File: config.mk
export PLATFORM = sky130hd
export DESIGN_NAME = aplic_msi_sched
export DESIGN_NICKNAME = d
export VERILOG_FILES = /design/src/rtl/aplic_msi_sched.sv
export SDC_FILE = /design/constraint.sdc
export NUM_CORES = 1
export LEC_CHECK = 0
export ABC_CLOCK_PERIOD_IN_PS = 2600
export CAP_MARGIN = 40
export CORE_AREA = 2 2 357 359
export DETAILED_ROUTE_END_ITERATION = 8
export DIE_AREA = 0 0 359 361
export GPL_ROUTABILITY_DRIVEN = 1
export MAX_ROUTING_LAYER = met4
export SLEW_MARGIN = 20
export SYNTH_ARGS = -nofsm -noshare
export SYNTH_HDL_FRONTEND = slang
export SYNTH_SLANG_ARGS = --single-unit
File: constraint.sdc
create_clock -name i_clk -period 2.6 [get_ports i_clk]
set_clock_uncertainty 0.2 [all_clocks]
set_input_delay 0.52 -clock i_clk [delete_from_list [all_inputs] [get_ports i_clk]]
set_output_delay 0.52 -clock i_clk [all_outputs]
set_load 0.01 [all_outputs]
File: src/rtl/aplic_msi_sched.sv
// aplic_msi_sched: MSI-mode delivery scheduler for an APLIC interrupt domain.
// Picks one pending-and-enabled source per round, issues its MSI (hart index +
// EIID) over a valid/ready port, then pulses a pending-clear to the register
// file. Software genmsi writes share the same port and win over sources.
// Optional feature macro: APLIC_MSI_RR_EN (round-robin source selection);
// when undefined, the lowest-numbered candidate wins.
module aplic_msi_sched #(
    parameter int NR_SRC   = 32,
    parameter int NR_SRC_W = $clog2(NR_SRC)
) (
    input  logic                   i_clk,
    input  logic                   i_rst,
    input  logic                   i_ie,
    input  logic                   i_dm,
    input  logic [NR_SRC-1:0]      i_pending,
    input  logic [NR_SRC-1:0]      i_enabled,
    input  logic [14*NR_SRC-1:0]   i_target_hi,
    input  logic [11*NR_SRC-1:0]   i_target_eiid,
    input  logic                   i_genmsi_we,
    input  logic [13:0]            i_genmsi_hi,
    input  logic [10:0]            i_genmsi_eiid,
    output logic                   o_genmsi_busy,
    output logic                   o_msi_valid,
    input  logic                   i_msi_ready,
    output logic [13:0]            o_msi_hi,
    output logic [10:0]            o_msi_eiid,
    output logic                   o_clr_valid,
    output logic [NR_SRC_W-1:0]    o_clr_idx
);

    typedef enum logic [1:0] {
        ST_IDLE  = 2'd0,
        ST_ISSUE = 2'd1,
        ST_CLR   = 2'd2
    } state_t;

    state_t                r_state;
    state_t                w_state_nxt;
    logic                  r_msi_valid;
    logic                  r_clr_valid;
    logic [13:0]           r_msi_hi;
    logic [10:0]           r_msi_eiid;
    logic [NR_SRC_W-1:0]   r_clr_idx;
    logic                  r_is_gen;
    logic                  r_gen_busy;
    logic [13:0]           r_gen_hi;
    logic [10:0]           r_gen_eiid;

    logic [NR_SRC-1:0]     w_cand;
    logic                  w_sched_ok;
    logic                  w_sel_found;
    logic [NR_SRC_W-1:0]   w_sel_idx;
    logic [13:0]           w_sel_hi;
    logic [10:0]           w_sel_eiid;
    logic                  w_load_gen;
    logic                  w_load_src;
    logic                  w_gen_done;

    // Lowest set bit above source 0: {found, index}.
    function automatic logic [NR_SRC_W:0] f_first(input logic [NR_SRC-1:0] vec);
        logic [NR_SRC_W:0] res;
        res = {(NR_SRC_W+1){1'b0}};
        for (int k = NR_SRC - 1; k >= 1; k--) begin
            if (vec[k]) begin
                res = {1'b1, NR_SRC_W'(k)};
            end
        end
        return res;
    endfunction

    // Candidate sources: pending and enabled, source 0 never takes part.
    always_comb begin
        w_cand    = i_pending & i_enabled;
        w_cand[0] = 1'b0;
    end

    assign w_sched_ok = i_ie & i_dm;

`ifdef APLIC_MSI_RR_EN
    logic [NR_SRC_W-1:0] r_ptr;
    logic [NR_SRC-1:0]   w_upper;
    logic [NR_SRC_W:0]   w_pick_up;
    logic [NR_SRC_W:0]   w_pick_all;

    // Prefer candidates at or above the pointer, otherwise wrap to the lowest.
    always_comb begin
        for (int k = 0; k < NR_SRC; k++) begin
            w_upper[k] = w_cand[k] & (k >= int'(r_ptr));
        end
        w_pick_up  = f_first(w_upper);
        w_pick_all = f_first(w_cand);
        if (w_pick_up[NR_SRC_W]) begin
            {w_sel_found, w_sel_idx} = w_pick_up;
        end else begin
            {w_sel_found, w_sel_idx} = w_pick_all;
        end
    end

    // Pointer moves just past each selected source, wrapping back to 1.
    always_ff @(posedge i_clk or posedge i_rst) begin
        if (i_rst) begin
            r_ptr <= NR_SRC_W'(1);
        end else if (w_load_src) begin
            r_ptr <= (w_sel_idx == NR_SRC_W'(NR_SRC - 1)) ? NR_SRC_W'(1)
                                                          : w_sel_idx + NR_SRC_W'(1);
        end else begin
            r_ptr <= r_ptr;
        end
    end
`else
    // Fixed priority: lowest-numbered candidate wins.
    always_comb begin
        {w_sel_found, w_sel_idx} = f_first(w_cand);
    end
`endif

    // Mux the selected source's target fields out of the flat buses.
    always_comb begin
        w_sel_hi   = 14'd0;
        w_sel_eiid = 11'd0;
        for (int k = 0; k < NR_SRC; k++) begin
            w_sel_hi   = w_sel_hi   | (i_target_hi[14*k +: 14]   & {14{w_sel_idx == NR_SRC_W'(k)}});
            w_sel_eiid = w_sel_eiid | (i_target_eiid[11*k +: 11] & {11{w_sel_idx == NR_SRC_W'(k)}});
        end
    end

    // Next-state logic; genmsi outranks sources, EIID 0 skips straight to clear.
    always_comb begin
        w_state_nxt = r_state;
        w_load_gen  = 1'b0;
        w_load_src  = 1'b0;
        case (r_state)
            ST_IDLE: begin
                if (r_gen_busy && i_dm) begin
                    w_load_gen  = 1'b1;
                    w_state_nxt = ST_ISSUE;
                end else if (w_sched_ok && w_sel_found) begin
                    w_load_src  = 1'b1;
                    w_state_nxt = (w_sel_eiid == 11'd0) ? ST_CLR : ST_ISSUE;
                end else begin
                    w_state_nxt = ST_IDLE;
                end
            end
            ST_ISSUE: begin
                if (i_msi_ready) begin
                    w_state_nxt = r_is_gen ? ST_IDLE : ST_CLR;
                end else begin
                    w_state_nxt = ST_ISSUE;
                end
            end
            ST_CLR: begin
                w_state_nxt = ST_IDLE;
            end
            default: begin
                w_state_nxt = ST_IDLE;
            end
        endcase
    end

    assign w_gen_done = (r_state == ST_ISSUE) & r_is_gen & i_msi_ready;

    // State register plus registered valid/clear strobes decoded from next state.
    always_ff @(posedge i_clk or posedge i_rst) begin
        if (i_rst) begin
            r_state     <= ST_IDLE;
            r_msi_valid <= 1'b0;
            r_clr_valid <= 1'b0;
        end else begin
            r_state     <= w_state_nxt;
            r_msi_valid <= (w_state_nxt == ST_ISSUE);
            r_clr_valid <= (w_state_nxt == ST_CLR);
        end
    end

    // Request payload is captured at selection and held until the next one.
    always_ff @(posedge i_clk or posedge i_rst) begin
        if (i_rst) begin
            r_msi_hi   <= 14'd0;
            r_msi_eiid <= 11'd0;
            r_clr_idx  <= {NR_SRC_W{1'b0}};
            r_is_gen   <= 1'b0;
        end else if (w_load_gen) begin
            r_msi_hi   <= r_gen_hi;
            r_msi_eiid <= r_gen_eiid;
            r_is_gen   <= 1'b1;
        end else if (w_load_src) begin
            r_msi_hi   <= w_sel_hi;
            r_msi_eiid <= w_sel_eiid;
            r_clr_idx  <= w_sel_idx;
            r_is_gen   <= 1'b0;
        end else begin
            r_is_gen   <= r_is_gen;
        end
    end

    // genmsi holding register: accepts a write only when not already busy.
    always_ff @(posedge i_clk or posedge i_rst) begin
        if (i_rst) begin
            r_gen_busy <= 1'b0;
            r_gen_hi   <= 14'd0;
            r_gen_eiid <= 11'd0;
        end else if (w_gen_done) begin
            r_gen_busy <= 1'b0;
        end else if (i_genmsi_we && !r_gen_busy) begin
            r_gen_busy <= 1'b1;
            r_gen_hi   <= i_genmsi_hi;
            r_gen_eiid <= i_genmsi_eiid;
        end else begin
            r_gen_busy <= r_gen_busy;
        end
    end

    assign o_genmsi_busy = r_gen_busy;
    assign o_msi_valid   = r_msi_valid;
    assign o_msi_hi      = r_msi_hi;
    assign o_msi_eiid    = r_msi_eiid;
    assign o_clr_valid   = r_clr_valid;
    assign o_clr_idx     = r_clr_idx;

endmodule

After elaboration in Yosys (flattened, before gate mapping)
Index checks and enable logic that the tools add are counted.
- input port bits: 895
- output and inout bits: 33
- flip-flop bits (word level): 61
- reduce and logical (&&, ||, !) cells: 11
- bitwise gates (word level): 132
- muxes and demuxes: 50
- equal/unequal tests: 34
- operator list (kind ; number):
    $and A14 B14 Y14 ; 32
    $or A14 B14 Y14 ; 31
    $and A11 B11 Y11 ; 32
    $or A11 B11 Y11 ; 31
    $mux W6 ; 31
    $eq A5 B5 Y1 const B ; 16
    $eq A5 B4 Y1 const B ; 8
    $and A32 B32 Y32 ; 1
    $mux W14 ; 2
    $mux W11 ; 2
    $eq A5 B3 Y1 const B ; 4
    $logic_not A11 Y1 ; 1
    $eq A5 B2 Y1 const B ; 2
    $mux W2 ; 5
    $mux W1 ; 9
    $eq A5 B1 Y1 const B ; 1
    $logic_not A5 Y1 ; 1
    $eq A2 B1 Y1 const B ; 2
    $pmux W2 S2 ; 1
    $reduce_and A2 Y1 ; 2
    $reduce_bool A2 Y1 ; 2
    $and A1 B1 Y1 ; 3
    $logic_and A1 B1 Y1 ; 3
    $eq A2 B2 Y1 const B ; 1
    other kinds (3) ; 4

Longest topological paths before layout
Gate-level depths: netlist of the first run.
- depth in word-level cells: 71
- gate-level depth with buffers: 15
- gate-level depth less buffers: 12

Least setup slack after synthesis of the first run
Ideal clock, no wire load.
- path kind: input to register
- from: input port i_pending[27]
- to: register r_msi_valid, in the netlist o_msi_valid
- arrival time: 3444 ps
- cell stages on the path: 13
- path buffers: 1
- slack: -1162 ps
- required time: 2282 ps
- library setup time: 118 ps
- cells stage by stage: a22o_1 -> a31oi_1 -> o2111ai_2 -> a2111o_1 -> a31oi_4 -> buf_6 -> nor2_2 -> a221oi_1 -> nand4_1 -> a2111oi_2 -> nand4_1 -> a211o_1 -> a21o_1
- cells in the longest elaborated chain, start to end: 67
- elaborated cells on any way between the ends: 130
- classes of those cells: eq/ne: 32; mux: 31; bitwise: 64; reduce/logical: 3
- RTL lines (element ; RTL line ; RTL):
    start: declaration ; 15 ; input logic [NR_SRC-1:0] i_pending,
    $and A32 B32 Y32 * ; 73 ; w_cand = i_pending & i_enabled;
    $mux W6 * (27 in series) ; 64 ; if (vec[k]) begin
    $eq A5 B1 Y1 or $logic_not A5 Y1 (tied branches) ; 123 ; w_sel_eiid = w_sel_eiid | (i_target_eiid[11*k +: 11] & {11{w_sel_idx == NR_SRC_W'(k)}});
    $and A11 B11 Y11 ; 123 ;
    $or A11 B11 Y11 (31 in series) ; 123 ;
    $logic_not A11 Y1 ; 139 ; w_state_nxt = (w_sel_eiid == 11'd0) ? ST_CLR : ST_ISSUE;
    $mux W2 ; 139 ;
    $mux W2 * ; 137 ; end else if (w_sched_ok && w_sel_found) begin
    $mux W2 * ; 134 ; if (r_gen_busy && i_dm) begin
    $pmux W2 S2 * ; 132 ; case (r_state)
    $eq A2 B1 Y1 * ; 170 ; r_msi_valid <= (w_state_nxt == ST_ISSUE);
    end signal: assignment ; 170 ;
    end: declaration ; 39 ; logic r_msi_valid;
Mark *: on every way between the ends. The rest lies on a longest branch, timed or not.
A chain may end at the register's enable or synchronous reset.

Worst setup path after layout of the first run
- from: input port i_enabled[7]
- to: register r_state[0]
- cells in the longest elaborated chain, start to end: 46
- elaborated cells on any way between the ends: 109
- classes of those cells: eq/ne: 31; mux: 11; bitwise: 64; reduce/logical: 3
- RTL lines (element ; RTL line ; RTL):
    start: declaration ; 16 ; input logic [NR_SRC-1:0] i_enabled,
    $and A32 B32 Y32 * ; 73 ;
    $mux W6 * (7 in series) ; 64 ;
    $eq A5 B1 Y1 or $logic_not A5 Y1 (tied branches) ; 123 ;
    $and A11 B11 Y11 ; 123 ;
    $or A11 B11 Y11 (31 in series) ; 123 ;
    $logic_not A11 Y1 ; 139 ;
    $mux W2 ; 139 ;
    $mux W2 * ; 137 ;
    $mux W2 * ; 134 ;
    $pmux W2 S2 * ; 132 ;
    via w_state_nxt[0] ; 38 ; state_t w_state_nxt;
    end signal: assignment ; 169 ; r_state <= w_state_nxt;
    end: declaration ; 37 ; state_t r_state;
The timed path passes the listed nets; every way through them passes the cells marked *.

==> results.sh, run 1 <==
export IMPL_hold_ws_ps=284.3
export IMPL_crit_chain="clkdlybuf4s15_2, nand2_2, a21oi_2, a2111o_1, buf_6, a2111o_1, buf_4, buf_6, a31oi_4, buf_12, buf_12, buf_12, buf_4, o32ai_4, a31oi_1, nand3_1, or3_4, nor3_1, nand4_4, a21o_1"
export IMPL_grtUsageTotal=0.2482
export IMPL_tightest_slew_ps=919.1
export IMPL_crit_arrival_ps=4340
export IMPL_drt_pass1_iterations=9
export IMPL_clkTransAtPathRegs_ps=60
export IMPL_ys_ff_latch=61
export IMPL_clk_latency_ps=350
export IMPL_relSlewSlack=0.3873
export IMPL_placed_cell_area_sq_um=23510
export IMPL_clock_path_buffers=2
export IMPL_crit_top_cell="buf_12"
export IMPL_status="complete, but fails checks"
export IMPL_seq_area_sq_um=1526
export IMPL_die_area_sq_um=129600
export IMPL_antenna_found_initial=125
export IMPL_grt_max_degree=62
export IMPL_critPathSlowestCell="or3_4"
export IMPL_cp_startpoint="i_enabled[7]"
export IMPL_p_comb_frac=0.704
export IMPL_worst_slack_ps=-1712
export IMPL_drv_slew=0
export IMPL_wl_per_cell_um=38.44
export IMPL_die_w_um=359
export IMPL_tritoncts="done"
export IMPL_power_density_nw_per_um2=373.5
export IMPL_switchingPower_mw=4.114
export IMPL_ys_warn_count=0
export IMPL_multiInputGateArea_sq_um=7898
export IMPL_drt_initial_drc_count=1804
export IMPL_cts_hold_buffers=0
export IMPL_finalCritPeriodShare=1.659
export IMPL_setup_viol=35
export IMPL_hold_viol=0
export IMPL_synth_area_leader_cell="dfrtp_1"
export IMPL_ios=928
export IMPL_cp_end_kind="flop"
export IMPL_synthTopCellsByCount="145 x a22oi_1, 126 x nand2_1, 69 x clkbuf_1"
export IMPL_max_freq_ghz=0.2319
export IMPL_num_nets_final=3401
export IMPL_nFillCells=13900
export IMPL_critPathRequiredTime_ps=2630
export IMPL_p_sw_frac=0.4121
export IMPL_finish_utilization=0.2131
export IMPL_grt_ovfl_total=0
export IMPL_rsz0062_at_grt="yes"
export IMPL_ant_nets=0
export IMPL_hold_depth=2
export IMPL_clock_power_share=0.126
export IMPL_r2r_end="o_msi_hi[10]"
export IMPL_min_period_ps=4312
export IMPL_hp_start="o_clr_idx[1]"
export IMPL_wl_um=163200
export IMPL_critPathMaxStageDelay_ps=490
export IMPL_worst_hold_path_type="reg2reg"
export IMPL_core_rowCount=130
export IMPL_drc=0
export IMPL_critPathLaunchType="input pin"
export IMPL_synth_most_common_cell="a22oi_1"
export IMPL_worst_path_max_fanout=5
export IMPL_start_util=0.06663
export IMPL_syn_num_nets=1971
export IMPL_die_h_um=361
export IMPL_io_buffers=924
export IMPL_synth_cells=1076
export IMPL_avgSynthCellArea_sq_um=7.765
export IMPL_place_hpwl_um=146400
export IMPL_layout_drive_gt1_share=0.3536
export IMPL_clock_sinks=61
export IMPL_first_global_vias=18000
export IMPL_core_sq_um=125400
export IMPL_gp_congestion=0.9473
export IMPL_yosysTopAreaCellShare=0.1827
export IMPL_cts_max_level=3
export IMPL_cts_buffers=9
export IMPL_power_share_sequential=0.170
export IMPL_fin_area_sq_um=26730
export IMPL_timing_rr_start="r_state[1]"
export IMPL_syn_area_sq_um=8356
export IMPL_violations="setup timing"
export IMPL_p_leak_nw=10.12
export IMPL_via_per_inst=4.218
export IMPL_synth_cell_type_count=68
export IMPL_p_int_mw=5.869
export IMPL_area_growth_pct=219.9
export IMPL_clock_root_buffer="clkbuf_16"
export IMPL_async_flop_share=1.000
export IMPL_critical_path_class="in2reg"
export IMPL_crit_path_end="r_state[0]"
export IMPL_ir_drop_mv=0.2920
export IMPL_ys_flop_type="dfrtp_1"
export IMPL_synth_area_leaders="dfrtp_1 18%, a22oi_1 13%, a22o_1 6.6%"
export IMPL_yosysSeqAreaShare=0.1827
export IMPL_maxCapViolCount=0
export IMPL_grt_first_pass_wirelength_um=202900
export IMPL_regToRegSetupSlack_ps=-620
export IMPL_vias=17910
export IMPL_synth_edf_count=0
export IMPL_r2r_cells=13
[area by class of cell]
cell class | instances | share of cell area
Antenna cell | 85 | 0.007958
Clock inverter | 4 | 0.001779
Sequential cell | 61 | 0.05711
Timing Repair Buffer | 1501 | 0.5507
Clock buffer | 12 | 0.009222
Tap cell | 1650 | 0.07724
Multi-Input combinational cell | 929 | 0.2955
Inverter | 4 | 0.0005617
[worst max-delay path: cells and delay by family]
| kind | cells | cell delay (ps) |
|---|---|---|
| compound gates | 7 | 1480 |
| simple gates | 5 | 1200 |
| buf+inv | 8 | 1120 |
[through the flow]
step | instances | TNS [ps] | total power [mW] | setup slack, ps
2_1_floorplan | 1076 | -25470 | 3.475 | -1107
3_3_place_gp | 4015 | -88970 | 8.099 | -3607
3_5_place_dp | 4020 | -86740 | 8.099 | -3400
4_1_cts | 4123 | -46100 | 9.895 | -2168
5_1_grt | 4236 | -47460 | 10.40 | -2032
6_report | 4246 | -43270 | 9.983 | -1712
[power by group through the flow]
stage	clock (mW)	sequential [mW]	combinational [mW]
5_1_grt	1.33	1.75	7.32
2_1_floorplan	0	1.72	1.75
4_1_cts	1.29	1.69	6.92
3_5_place_dp	0	1.69	6.41
6_report	1.26	1.69	7.03
3_3_place_gp	0	1.69	6.41
[timing repair]
action                     in CTS  in global routing
pin swaps                     124                 91
buffers inserted               97                 48
gates resized for setup       512                102
gates cloned                    1                  0
setup endpoints to repair      35                 35
[flip-flops by register name, indices dropped and copies added, names as in the netlist]
| register | cells |
|---|---|
| o_clr_idx | 5 |
| o_clr_valid | 1 |
| o_genmsi_busy | 1 |
| o_msi_eiid | 11 |
| o_msi_hi | 14 |
| o_msi_valid | 1 |
| r_gen_eiid | 11 |
| r_gen_hi | 14 |
| r_is_gen | 1 |
| r_state | 2 |
[metal layers]
layer	vias up	GRT usage	part of all wire
li1	7651	-	-
met1	9034	0.2977	0.42
met2	1087	0.4096	0.48
met3	138	0.07627	0.085
met4	0	0.04840	0.021
met5	-	-	0
[how the worst min path moves through the flow]
stage	to	slack, ps
global placement	o_msi_hi[5]	270
finish	o_clr_idx[1]	280
global route	o_clr_idx[1]	310
CTS	o_clr_idx[4]	290
floorplan	o_msi_hi[10]	240
detailed placement	o_msi_hi[6]	270
[cells by family (layout without fill, tap and decap cells)]
family,after synthesis,in the layout,share of synthesized area
compound gates,550,550,0.5214
flops,61,61,0.1827
mux,40,40,0.05226
simple gates,339,339,0.2007
other cells,0,85,0
buf+inv,86,1521,0.04298
[cells in the final DEF, fill, tap and decap left out, drive strengths merged, types with 6 or more instances in the layout]
cell,count
clkdlybuf4s50,862
buf,612
a22oi,145
nand2,126
diode,85
a22o,63
o21ai,63
dfrtp,61
nor2,54
a221oi,48
a222oi,46
a221o,45
nand4,42
a21oi,41
nand3,31
nor3,31
mux2,29
clkdlybuf4s15,16
and3,16
a32oi,14
clkbuf,14
mux2i,11
nor4,11
and2,9
a31oi,9
o211ai,8
a21o,8
a32o,8
a211oi,8
dlygate4sd2,7
o31ai,7
a2111oi,6
No activity file was read; power rests on OpenSTA's default activity.
==> inputs of run 2 (changes only) <==
Settings changed: SLEW_MARGIN 20 to unset.
==> results.sh, run 2 (synthesis gave the netlist of run 1 again) <==
export IMPL_status="complete, but fails checks"
export IMPL_violations="setup timing"
export IMPL_critical_path_class="in2reg"
export IMPL_min_period_ps=4407
export IMPL_wl_per_cell_um=38.43
export IMPL_tritoncts="done"
export IMPL_io_buffers=924
export IMPL_area_growth_pct=221.9
export IMPL_hold_viol=0
export IMPL_max_freq_ghz=0.2269
export IMPL_drv_slew=0
export IMPL_critPathBufInv=7
export IMPL_cts_max_level=3
export IMPL_clock_root_buffer="clkbuf_16"
export IMPL_layout_drive_gt1_share=0.3493
export IMPL_vias=17700
export IMPL_fin_tns_setup_ps=-46350
export IMPL_die_w_um=359
export IMPL_final_common_cell="clkdlybuf4s50_1"
export IMPL_place_hpwl_um=146200
export IMPL_critPathRequiredTime_ps=2630
export IMPL_first_global_vias=17970
export IMPL_power_total_mw=10.19
export IMPL_wl_um=162900
export IMPL_cp_end_kind="flop"
export IMPL_critPathMaxStageDelay_ps=480
export IMPL_drc=0
export IMPL_core_rowCount=130
export IMPL_clock_sinks=61
export IMPL_tightest_slew_ps=823.2
export IMPL_antenna_found_initial=134
export IMPL_via_per_inst=4.175
export IMPL_clkTransAtPathRegs_ps=60
export IMPL_ir_drop_mv=0.2769
export IMPL_grt_ovfl_total=0
export IMPL_rsz0062_at_grt="yes"
export IMPL_p_leak_nw=10.13
export IMPL_ios=928
export IMPL_grt_first_pass_wirelength_um=202800
export IMPL_drt_pass1_iterations=8
export IMPL_clock_path_buffers=2
export IMPL_worst_hold_path_type="reg2reg"
export IMPL_grtUsageTotal=0.2484
export IMPL_relSlewSlack=0.4512
export IMPL_crit_arrival_ps=4440
export IMPL_die_h_um=361
export IMPL_gp_congestion=0.9473
export IMPL_num_nets_final=3389
export IMPL_crit_chain="clkdlybuf4s15_1, a2111o_1, buf_6, a2111o_1, buf_4, buf_6, buf_6, buf_4, a21oi_2, buf_4, o311a_1, nand3_4, nor4_4, nand4_1, a211o_1, a21o_1"
export IMPL_critPathSlowestCell="a2111o_1"
export IMPL_setup_viol=35
export IMPL_finalCritPeriodShare=1.695
export IMPL_worst_slack_ps=-1807
export IMPL_cts_buffers=9
export IMPL_worst_path_max_fanout=4
export IMPL_critical_path_top_delay_family="compound AO/OA/AOI/OAI gates"
export IMPL_critPathLaunchType="input pin"
export IMPL_maxCapViolCount=0
export IMPL_mostFrequentLayoutCells="862 x clkdlybuf4s50_1, 394 x buf_4, 114 x nand2_1, 108 x a22oi_1, 96 x buf_6"
export IMPL_ant_nets=0
export IMPL_core_sq_um=125400
export IMPL_clk_latency_ps=340
export IMPL_drt_initial_drc_count=1843
export IMPL_die_area_sq_um=129600
export IMPL_start_util=0.06663
export IMPL_power_density_nw_per_um2=378.9
export IMPL_grt_max_degree=62
## run 2: cell count changes in the layout (fill, tap and decap cells not counted), moves of 7 or more
cell,previous run,this run
dlygate4sd2_1,7,34
a221oi_2,25,18
a22oi_2,26,37
buf_4,405,394
buf_6,104,96
a22oi_1,119,108
clkdlybuf4s15_1,12,5
buf_2,27,11
## run 2: cell type report
cell class	instances	area, sq um
antenna	91	227.7
clock buffer	12	246.5
clock inverter	4	95.09
fill	13840	98510
inverter	4	15.01
multi-input combinational	929	8020
sequential	61	1526
tap	1650	2064
timing repair buffer	1489	14700
## run 2: routing by layer
metal | GRT usage | share of wire
met1 | 0.2907 | 0.41
met2 | 0.4065 | 0.47
met3 | 0.08906 | 0.095
met4 | 0.05427 | 0.029
met5 | - | 0
## run 2: repair_timing
item                                    in CTS  in global routing
hold buffers                                 0                  0
pin swaps                                  159                 61
gates cloned                                 2                  1
gates resized for setup                    502                 67
setup buffers                              113                 18
endpoints found under the setup margin      35                 35
## run 2: final timing paths
kind                               from      endpoint  slack, ps  depth (start not counted)
setup / recovery           i_enabled[5]    r_state[0]      -1810                         16
hold / removal             o_clr_idx[0]  o_clr_idx[0]        280                          2
setup reg to reg             r_state[1]  o_msi_hi[10]       -690                         13
hold reg to reg            o_clr_idx[0]  o_clr_idx[0]        280                          2
max in group asynchronous         i_rst   r_gen_hi[3]       1490                          3
min in group asynchronous         i_rst  o_clr_idx[1]        380                          3
## run 2: power by group
part | switching, mW | internal, mW | leakage [nW] | total (mW)
combinational | 3.36 | 3.69 | 9.22 | 7.05
clock | 0.485 | 0.963 | 0.167 | 1.45
sequential | 0.289 | 1.41 | 0.742 | 1.70
total | 4.13 | 6.06 | 10.1 | 10.2
## run 2: worst register-to-register path, stage by stage (launching register included)
cell and delay (ps):
dfrtp_1 360, nor3b_1 80, and2_2 240, buf_4 180, a221o_1 260, a221o_1 270, a221o_1 300, a221oi_4 280
buf_6 190, nand4_1 160, nor3_4 290, buf_6 140, a21oi_1 60, a21o_1 170
## run 2: stage by stage
stage	worst slack [ps]	area (sq um)	instances	hold slack (ps)	utilization
finish	-1807	26900	4240	279.1	0.2145
CTS	-2117	26310	4137	284.6	0.2098
global placement	-3607	23480	4015	269.9	0.1872
floorplan	-1107	8502	1076	243.7	-
global route	-1987	26880	4232	305.0	0.2143
detailed placement	-3376	23510	4020	269.7	0.1875
==> inputs of run 3 (changes only) <==
Settings changed: CAP_MARGIN 40 to unset.
==> results.sh, run 3 (synthesis gave the netlist of run 1 again) <==
export IMPL_p_leak_nw=10.18
export IMPL_start_util=0.06663
export IMPL_r2r_end="o_msi_hi[10]"
export IMPL_vias=17760
export IMPL_drc=0
export IMPL_holdPathEnd="o_clr_idx[2]"
export IMPL_critPathBufInv=9
export IMPL_multiInputGateArea_sq_um=7986
export IMPL_rsz0062_at_grt="yes"
export IMPL_drt_initial_drc_count=1642
export IMPL_clock_root_buffer="clkbuf_16"
export IMPL_nFillCells=13780
export IMPL_grtUsageTotal=0.2476
export IMPL_ios=928
export IMPL_critPathRequiredTime_ps=2640
export IMPL_wl_um=162700
export IMPL_critPathMaxStageDelay_ps=650
export IMPL_p_sw_frac=0.4040
export IMPL_clock_power_share=0.138
export IMPL_clock_path_buffers=2
export IMPL_mostFrequentLayoutCells="862 x clkdlybuf4s50_1, 396 x buf_4, 111 x a22oi_1, 109 x nand2_1, 99 x buf_6"
export IMPL_power_share_sequential=0.167
export IMPL_die_h_um=361
export IMPL_ant_nets=0
export IMPL_clock_sinks=61
export IMPL_finish_utilization=0.2147
export IMPL_min_period_ps=4371
export IMPL_tritoncts="done"
export IMPL_num_nets_final=3402
export IMPL_place_hpwl_um=146300
export IMPL_wl_per_cell_um=38.35
export IMPL_cts_max_level=3
export IMPL_setup_viol=35
export IMPL_via_per_inst=4.185
export IMPL_final_common_cell="clkdlybuf4s50_1"
export IMPL_drv_slew=0
export IMPL_core_sq_um=125400
export IMPL_power_density_nw_per_um2=376.0
export IMPL_gp_congestion=0.9473
export IMPL_fin_tns_setup_ps=-41930
export IMPL_hold_viol=0
export IMPL_grt_first_pass_wirelength_um=202600
export IMPL_grt_ovfl_total=0
export IMPL_max_freq_ghz=0.2288
export IMPL_r2r_cells=13
export IMPL_worst_path_max_fanout=5
export IMPL_p_int_mw=6.032
export IMPL_finalCritPeriodShare=1.681
export IMPL_first_global_vias=18110
export IMPL_area_growth_pct=222.2
export IMPL_tightest_slew_ps=979.8
export IMPL_worst_slack_ps=-1771
export IMPL_worst_hold_path_type="reg2reg"
export IMPL_cts_buffers=9
export IMPL_core_rowCount=130
export IMPL_maxCapViolCount=0
export IMPL_critical_path_class="in2reg"
export IMPL_ir_drop_mv=0.3348
export IMPL_die_area_sq_um=129600
export IMPL_grt_max_degree=62
export IMPL_die_w_um=359
export IMPL_clk_latency_ps=350
export IMPL_timing_rr_start="r_state[1]"
export IMPL_critPathLaunchType="input pin"
export IMPL_crit_top_cell="buf_4"
export IMPL_regToRegSetupSlack_ps=-620
export IMPL_layout_drive_gt1_share=0.3592
export IMPL_hp_start="o_clr_idx[2]"
export IMPL_crit_chain="buf_6, and2_4, a2111o_1, buf_6, a2111o_1, buf_4, nand3_4, buf_12, buf_8, buf_4, nor2_2, buf_12, buf_4, a22oi_1, nand4_1, a2111oi_2, buf_4, a21oi_1, a21o_1"
export IMPL_drt_pass1_iterations=7
export IMPL_cp_end_kind="flop"
export IMPL_status="complete, but fails checks"
export IMPL_switchingPower_mw=4.090
export IMPL_antenna_found_initial=118
export IMPL_critPathSlowestCell="a22oi_1"
export IMPL_hold_depth=2
export IMPL_critical_path_top_delay_family="compound AO/OA/AOI/OAI gates"
export IMPL_p_comb_frac=0.694
export IMPL_relSlewSlack=0.3468
export IMPL_seq_area_sq_um=1526
export IMPL_crit_arrival_ps=4410
export IMPL_io_buffers=924
export IMPL_clkTransAtPathRegs_ps=60
export IMPL_violations="setup timing"
[run 3: cell count changes in the layout (fill, tap and decap cells not counted), moves of 5 or more]
cell,before,now
buf_8,10,25
clkbuf_2,2,16
clkdlybuf4s15_1,5,10
clkdlybuf4s15_2,6,1
diode_2,91,82
dlygate4sd2_1,34,13
nand2_1,114,109
nand2_2,9,15
o21ai_2,7,12
[run 3: how the worst max path moves through the flow]
stage,start,endpoint,slack [ps],cells past startpoint
4_1_cts,i_pending[27],r_state[0],-2250,18
3_5_place_dp,i_pending[8],o_msi_hi[2],-3570,19
6_report,i_enabled[3],o_msi_hi[2],-1770,19
3_3_place_gp,i_pending[8],o_msi_hi[2],-3610,19
5_1_grt,i_pending[27],r_state[0],-2010,16
2_1_floorplan,i_pending[8],o_clr_valid,-1110,12
[run 3: metal layers]
layer | global-route usage | routed length [um] | vias to the layer above
met5 | - | 0 | -
met1 | 0.2930 | 66580 | 8817
met4 | 0.04476 | 4735 | 0
li1 | - | - | 7650
met3 | 0.08136 | 15190 | 188
met2 | 0.4111 | 76240 | 1104
[run 3: timing repair]
action | in CTS | in global routing
resized for setup | 467 | 152
buffers inserted | 98 | 46
gates cloned | 0 | 3
hold buffers | 0 | 0
pin swaps | 122 | 77
setup endpoints to repair | 35 | 35
[run 3: worst register-to-register path, cell delays in order (launching register included)]
cell	delay, ps
dfrtp_1	350
nor3b_1	80
and2_2	250
buf_4	190
a221o_1	260
a221o_1	270
a221o_1	300
a221oi_4	280
buf_6	180
nand4_1	100
nor3_2	260
buf_4	170
a21oi_1	60
a21o_1	160
[run 3: cell type report]
type | instances | area share
Antenna cell | 82 | 0.007622
Clock inverter | 5 | 0.003718
Inverter | 4 | 0.0005577
Timing Repair Buffer | 1502 | 0.5496
Tap cell | 1650 | 0.07668
Multi-Input combinational cell | 929 | 0.2966
Sequential cell | 61 | 0.05670
Clock buffer | 10 | 0.008505
[run 3: power by group through the flow]
stage,Combinational [mW],Sequential (mW),Clock (mW)
CTS,6.91,1.68,1.43
global placement,6.41,1.69,0
floorplan,1.75,1.72,0
global route,7.34,1.74,1.48
finish,7.03,1.69,1.40
detailed placement,6.39,1.69,0
[run 3: stage by stage]
step	cell area, sq um	hold WS (ps)	total power, mW	instances	setup WS, ps
final	26920	283.8	10.12	4243	-1771
after CTS	25950	285.6	10.02	4120	-2250
after detailed placement	23480	267.3	8.084	4015	-3570
after floorplan	8502	243.7	3.475	1076	-1107
after global placement	23480	269.9	8.099	4015	-3607
after global routing	26910	305.2	10.57	4237	-2010
